**src/rtl/fg_pkg.sv**
```systemverilog
// Shared types and constants for the function generator output path.
// Imported by the output stage and its saturating adder.
package fg_pkg;

  localparam int FG_DATA_COUNT = 3;
  localparam int SEL_W = $clog2(FG_DATA_COUNT);

  typedef enum logic [1:0] {
    DISABLED,
    RUN,
    PENDING
  } fg_state_e;

  function automatic int unity_gain(input int gain_w);
    return 1 << (gain_w - 1);
  endfunction

endpackage

```
**src/rtl/fg_sat_add.sv**
```systemverilog
// Sign-extended add of a wide value and a narrow offset, saturated
// to OUT_W bits with a clip indicator.
module fg_sat_add #(
  parameter int IN_W  = 25,
  parameter int OUT_W = 16
) (
  input  logic signed [IN_W-1:0]  a_i,
  input  logic signed [OUT_W-1:0] b_i,
  output logic [OUT_W-1:0]        sum_o,
  output logic                    clip_o
);

  localparam int SW = ((IN_W > OUT_W) ? IN_W : OUT_W) + 1;

  logic signed [SW-1:0] sum;
  logic signed [SW-1:0] maxv;
  logic signed [SW-1:0] minv;

  assign sum  = {{(SW-IN_W){a_i[IN_W-1]}}, a_i}
              + {{(SW-OUT_W){b_i[OUT_W-1]}}, b_i};
  assign maxv = {{(SW-OUT_W+1){1'b0}}, {(OUT_W-1){1'b1}}};
  assign minv = {{(SW-OUT_W+1){1'b1}}, {(OUT_W-1){1'b0}}};

  always_comb begin
    sum_o  = sum[OUT_W-1:0];
    clip_o = 1'b0;
    if (sum > maxv) begin
      sum_o  = {1'b0, {(OUT_W-1){1'b1}}};
      clip_o = 1'b1;
    end else if (sum < minv) begin
      sum_o  = {1'b1, {(OUT_W-1){1'b0}}};
      clip_o = 1'b1;
    end
  end

endmodule

```
**src/rtl/fg_output_stage.sv**
```systemverilog
// Output stage: channel select on period boundaries, gain, offset,
// saturation and enable gating, three-clock pipeline.
module fg_output_stage
  import fg_pkg::*;
#(
  parameter int BITWIDTH   = 16,
  parameter int DATA_COUNT = 3,
  parameter int GAIN_WIDTH = 8
) (
  input  logic                           clk_i,
  input  logic                           nrst_i,
  input  logic                           enable_i,
  input  logic [$clog2(DATA_COUNT)-1:0]  select_i,
  input  logic [GAIN_WIDTH-1:0]          gain_i,
  input  logic [BITWIDTH-1:0]            offset_i,
  input  logic [DATA_COUNT*BITWIDTH-1:0] data_i,
  input  logic                           valid_i,
  input  logic                           period_start_i,
  input  logic                           clear_clip_i,
  output logic [BITWIDTH-1:0]            out_o,
  output logic                           valid_o,
  output logic [$clog2(DATA_COUNT)-1:0]  active_sel_o,
  output logic                           pending_o,
  output logic                           clip_o
);

  localparam int SW    = $clog2(DATA_COUNT);
  localparam int PW    = BITWIDTH + GAIN_WIDTH + 1;
  localparam int SHIFT = GAIN_WIDTH - 1;
  localparam logic [SW:0] CNT = (SW+1)'(DATA_COUNT);

  fg_state_e state_q, state_d;
  logic [SW-1:0] act_q, act_d, eff;
  logic          sel_ok, sw;

  logic signed [BITWIDTH-1:0] s1_q, s1_d;
  logic signed [PW-1:0]       s2_q, s1_ext, g_ext, prod;
  logic [BITWIDTH-1:0]        out_q, sat;
  logic                       sat_clip;
  logic                       v1_q, v2_q, v3_q, clip_q;

  assign sel_ok = ({1'b0, select_i} < CNT);

  always_comb begin
    state_d = state_q;
    act_d   = act_q;
    sw      = 1'b0;
    unique case (state_q)
      DISABLED: begin
        if (sel_ok) act_d = select_i;
        if (enable_i) state_d = RUN;
      end
      RUN: begin
        if (!enable_i) state_d = DISABLED;
        else if (sel_ok && select_i != act_q) state_d = PENDING;
      end
      PENDING: begin
        if (!enable_i) begin
          state_d = DISABLED;
        end else if (sel_ok && select_i == act_q) begin
          state_d = RUN;
        end else if (sel_ok && valid_i && period_start_i) begin
          sw      = 1'b1;
          act_d   = select_i;
          state_d = RUN;
        end
      end
      default: state_d = DISABLED;
    endcase
  end

  // The boundary sample already takes the newly requested channel.
  assign eff = sw ? select_i : act_q;

  always_comb begin
    s1_d = '0;
    for (int k = 0; k < DATA_COUNT; k++) begin
      if (eff == SW'(k)) s1_d = data_i[k*BITWIDTH +: BITWIDTH];
    end
  end

  assign s1_ext = {{(PW-BITWIDTH){s1_q[BITWIDTH-1]}}, s1_q};
  assign g_ext  = {{(PW-GAIN_WIDTH){1'b0}}, gain_i};
  assign prod   = s1_ext * g_ext;

  fg_sat_add #(
    .IN_W  (PW),
    .OUT_W (BITWIDTH)
  ) u_sat (
    .a_i    (s2_q),
    .b_i    (offset_i),
    .sum_o  (sat),
    .clip_o (sat_clip)
  );

  always_ff @(posedge clk_i or negedge nrst_i) begin
    if (!nrst_i) begin
      state_q <= DISABLED;
      act_q   <= '0;
      s1_q    <= '0;
      s2_q    <= '0;
      out_q   <= '0;
      v1_q    <= 1'b0;
      v2_q    <= 1'b0;
      v3_q    <= 1'b0;
      clip_q  <= 1'b0;
    end else begin
      state_q <= state_d;
      act_q   <= act_d;
      v1_q    <= valid_i;
      v2_q    <= v1_q;
      v3_q    <= v2_q;
      if (valid_i) s1_q <= s1_d;
      if (v1_q) s2_q <= prod >>> SHIFT;
      if (v2_q) out_q <= enable_i ? sat : '0;
      if (v2_q && enable_i && sat_clip) clip_q <= 1'b1;
      else if (clear_clip_i) clip_q <= 1'b0;
    end
  end

  assign out_o        = out_q;
  assign valid_o      = v3_q;
  assign active_sel_o = act_q;
  assign pending_o    = (state_q == PENDING);
  assign clip_o       = clip_q;

endmodule

```
**config.mk**
```make
export PLATFORM = sky130hd
export DESIGN_NAME = fg_output_stage
export DESIGN_NICKNAME = d
export VERILOG_FILES = /design/src/rtl/fg_pkg.sv /design/src/rtl/fg_sat_add.sv /design/src/rtl/fg_output_stage.sv
export SDC_FILE = /design/constraint.sdc
export NUM_CORES = 1
export LEC_CHECK = 0
export ABC_CLOCK_PERIOD_IN_PS = 10720
export BUFFER_PORTS_ARGS = -buffer_cell sky130_fd_sc_hd__buf_4
export CORE_MARGIN = 2
export CORE_UTILIZATION = 66
export CTS_BUF_LIST = sky130_fd_sc_hd__clkbuf_4
export DETAILED_ROUTE_END_ITERATION = 7
export HOLD_SLACK_MARGIN = 0.05
export PLACE_DENSITY = 0.95
export SYNTH_ARGS = -nofsm -noshare
export SYNTH_HDL_FRONTEND = slang
export SYNTH_SLANG_ARGS = --single-unit
export TNS_END_PERCENT = 20
```
**constraint.sdc**
```tcl
create_clock -name clk_i -period 10.72 [get_ports clk_i]
set_clock_uncertainty 0.15 [all_clocks]
set_input_delay 1.072 -clock clk_i [delete_from_list [all_inputs] [get_ports clk_i]]
set_output_delay 1.072 -clock clk_i [all_outputs]
set_load 0.01 [all_outputs]
```
==> results <==
- Of all flip-flops after synthesis, the portion carrying an async set or reset was 100%.
- The worst hold path belongs to the class reg -> reg.
- The number of enable flip-flop cells after synthesis is 0.
- The critical path goes through buf_4, nand2_1, fa_1, inv_1, fa_1, inv_1, fa_1, fa_1, inv_1, ha_1, nand3_1, nor3_1, o31a_1, a31oi_1, o31ai_1, a21o_1, xor2_1, mux2_2.
- The layout cell share with drive strength beyond 1 is between 10% and 20%.
- The clock tree root driver cell is sky130_fd_sc_hd__clkbuf_4.
- After clock tree synthesis, the setup repair step added 0 buffers.
- The maximum buffer depth of the clock tree is 2.
- The number of max-capacitance violations reported is 0.
- The path with the worst hold slack has its endpoint at s2_q[2].
- The overall overflow remaining after global route is 0.
- The clock input transition at the sequential cells of the worst setup and hold paths is around 0.11 ns.
- Global routing used between 20 and 30% of the available tracks across all layers.
- The cell repeated most along the worst path is sky130_fd_sc_hd__fa_1.
- Dividing the detail-routed via count by the number of cells gives ~5.7.
- The source of the worst register-to-register timing path is s1_q[5].
- TritonCTS created 9 clock buffers.
- The worst-case register-to-register setup slack is 5.32 ns.
- The number of antenna diodes in the final layout is 0.
- The cell count after synthesis came out at a little under 900.
- For the worst-skew pair, the clock arrives at the later sink with an insertion delay of between 0.4 and 0.5 ns.
- The run finished with clean final reports.
- The quantity of I/O buffers inserted on ports is 100.
- The number of top-level pins is 101.
- The synthesized design contains 58 register bits.
- At the worst endpoint, the required time is about 11 ns.
- The pre-antenna-repair detailed-routing pass consisted of 5 iterations.
- The number of buffers and inverters on the critical path is 4.
- The first global-routing pass estimated 30.6 mm of wire.
- The area enclosed by the die boundary is 13300 um^2.
- A synthesized cell averages ~9 um^2.
- The number of cells on the worst reg-to-reg path is 17.
- The final max-slew violation count is 0.
- The number of warnings issued by yosys is 0.
- At the pin with the least slew margin, the transition time is roughly 1 ns.
- The cell family contributing the most delay on the critical path is adder cells.
- Of all nets on the critical path, the largest fanout is 16.
- The post-route clock period utilization is 52.2%.
- The detail route stage leaves a number of antenna-violating nets equal to 0.
- The type of the worst setup path is in -> reg.
- STA puts the critical path data arrival time at slightly below 6 ns.
- The TritonCTS clock tree is done.
- The count of cell types in the netlist is 67.
- In the layout the commonest cells are 165 x sky130_fd_sc_hd__inv_1, 102 x sky130_fd_sc_hd__fa_1, 101 x sky130_fd_sc_hd__buf_4, 77 x sky130_fd_sc_hd__nand2_1, 69 x sky130_fd_sc_hd__and2_1.
- The routed wire length is ~18 mm.
- The number of antenna violations at the first check in global routing is 0.
- The post-synthesis net count is roughly 1100.
- The largest net degree at the start of global routing is 59.
- The cts-stage hold buffer count is 0.
- STA classifies the critical path endpoint as a flop.
- The H-tree was split into 3 levels.
- The endpoint identified for the worst register-to-register timing path is s2_q[15].
- The die extent in x is 115 um.
- The share of the Yosys chip area taken by registers is roughly 18%.
- The CTS sink count is 58.
- The number of setup violations in the final report is 0.
- The commonest non-fill, non-tap cell in the layout is sky130_fd_sc_hd__inv_1.
- In this run the most critical hold path is launched from s2_q[2].
- The congestion estimate from routability-driven global placement came to ~0.9.
- Setup repair after global routing left no endpoint under its margin.
- The placed wire-length estimate is between 10 and 15 mm.
- The signed area change from the synthesized netlist to the final layout is 10.8%.
- The initial standard-cell utilization of the core is around 68%.
- The wire length per cell is about 16 um.
- For this design, the slowest cell found on the critical path is sky130_fd_sc_hd__o31ai_1.
- The cell depth of the worst min-delay path is 1.
- The worst pin sits at a relative slew slack of roughly a third.
- The number of hold violations in the final report was 0.
- The synthesized netlist occupies a cell area of a little over 8000 um^2.
- The timing-limited maximum frequency is 179 MHz.
- Among all flip-flop cells after synthesis, the most frequent one is sky130_fd_sc_hd__dfrtp_1.
- In this run, post-CTS repair resized a total of 0 instances.
- After the first detailed-routing iteration, the DRC count stood at approximately 340.
- The layout has 789 filler cells.
- After the last flow step, the layout net total stands at roughly 1200.
- The via count of the routed design is ~6400.
- For this run, design rule violations remaining after detail routing come to 0.
- The floorplan step defined a core boundary enclosing ~12000 um^2.
- Measured along the y axis, the die boundary spans between 100 and 150 um.
- The initialized floorplan defines 40 standard-cell rows.
- The final critical-path required period is about 5.6 ns.
- After routing, the total negative slack on setup checks comes to 0 ns.
- The via count of the first global-routing pass was around 6800.
- On the worst path, the slowest cell contributes a delay of approximately 0.56 ns.
- The worst setup path is launched from an input pin.
[synthesized netlist by cell type, types with 5 or more instances]
master | instances | area [um^2]
sky130_fd_sc_hd__a31oi_1 | 5 | 31.3
sky130_fd_sc_hd__nor2b_1 | 9 | 56.3
sky130_fd_sc_hd__dfrtp_1 | 58 | 1450
sky130_fd_sc_hd__a21o_1 | 10 | 75.1
sky130_fd_sc_hd__inv_1 | 165 | 619
sky130_fd_sc_hd__mux2_2 | 15 | 169
sky130_fd_sc_hd__xnor2_1 | 15 | 131
sky130_fd_sc_hd__a2bb2oi_1 | 7 | 61.3
sky130_fd_sc_hd__o31ai_1 | 5 | 37.5
sky130_fd_sc_hd__a221o_1 | 10 | 100
sky130_fd_sc_hd__a211oi_1 | 7 | 52.6
sky130_fd_sc_hd__ha_1 | 64 | 801
sky130_fd_sc_hd__nand3_1 | 7 | 35.0
sky130_fd_sc_hd__fa_1 | 102 | 2040
sky130_fd_sc_hd__nand2_1 | 77 | 289
sky130_fd_sc_hd__and3_1 | 6 | 37.5
sky130_fd_sc_hd__and2_1 | 69 | 432
sky130_fd_sc_hd__xor2_1 | 16 | 140
sky130_fd_sc_hd__clkbuf_1 | 29 | 109
sky130_fd_sc_hd__o21ai_0 | 11 | 55.1
sky130_fd_sc_hd__nor2_1 | 43 | 161
sky130_fd_sc_hd__a2bb2oi_2 | 10 | 150
sky130_fd_sc_hd__o21bai_1 | 7 | 52.6
sky130_fd_sc_hd__a21oi_1 | 34 | 170
sky130_fd_sc_hd__a21oi_2 | 10 | 87.6
sky130_fd_sc_hd__mux2i_1 | 17 | 170
sky130_fd_sc_hd__nor3_1 | 14 | 70.1
sky130_fd_sc_hd__o21a_1 | 5 | 37.5
[worst register-to-register path: cells and delay by family, from the launching register on]
family          cells  cell delay (ns)
fa+ha+maj           5             2.39
compound gates      4             1.19
flops               1             0.56
simple gates        3             0.51
mux                 1             0.27
buf+inv             3             0.15
xor+xnor            1             0.07
[registers in the layout (all words and copies together) (netlist names)]
signal / count
active_sel_o: 2
clip_o: 1
out_o: 16
s1_q: 16
s2_q: 18
state_q: 2
v1_q: 1
v2_q: 1
valid_o: 1
[worst max path at each step]
stage                          end  cells after the start       from  slack, ns
after floorplan           s2_q[15]                     18  gain_i[5]       5.00
after global placement    s2_q[15]                     18  gain_i[2]       4.83
final                     s2_q[15]                     18  gain_i[2]       5.12
after CTS                 s2_q[15]                     17  gain_i[2]       5.17
after global routing      s2_q[15]                     18  gain_i[5]       4.87
after detailed placement  s2_q[15]                     17  gain_i[2]       4.67
[routing by layer]
metal	wire (um)	track usage, %	vias up
li1	-	-	3014
met1	7190	35.8	3062
met2	8720	51.2	284
met3	1210	5.22	47
met4	460	10.6	0
met5	0	0	-
[through the flow]
step / instances / area, um^2 / hold WS [ns] / setup slack (ns) / utilization, %
6_report: 1132 / 9070 / 0.353 / 5.12 / 75.2
5_1_grt: 1132 / 9070 / 0.383 / 4.87 / 75.2
4_1_cts: 1132 / 9070 / 0.357 / 5.17 / 75.2
3_5_place_dp: 1116 / 8960 / 0.332 / 4.67 / 74.3
3_3_place_gp: 1116 / 8960 / 0.321 / 4.83 / 74.3
2_1_floorplan: 885 / 8190 / 0.222 / 5.00 / -
[final cells by class]
type | count | area (um^2) | area share, %
Inverter | 165 | 619 | 6.83
Multi-Input combinational cell | 624 | 5930 | 65.3
Clock inverter | 6 | 33.8 | 0.372
Tap cell | 168 | 210 | 2.32
Timing Repair Buffer | 101 | 758 | 8.36
Sequential cell | 58 | 1450 | 16.0
Clock buffer | 10 | 75.1 | 0.827
[cells by family after synthesis]
family	count (synthesis)	synth area share (%)
and+or+nand+nor	248	15.6
muxes	33	4.42
AOI/OAI and AO/OA	146	14.4
xor gates and xnor gates	31	3.32
adders and majority gates	166	34.7
DFF	58	17.7
buffers and inverters	203	9.89
Power is left out: the tool's default activity adds up to more than one toggle a clock period on the data nets, which glitch-free logic cannot reach.
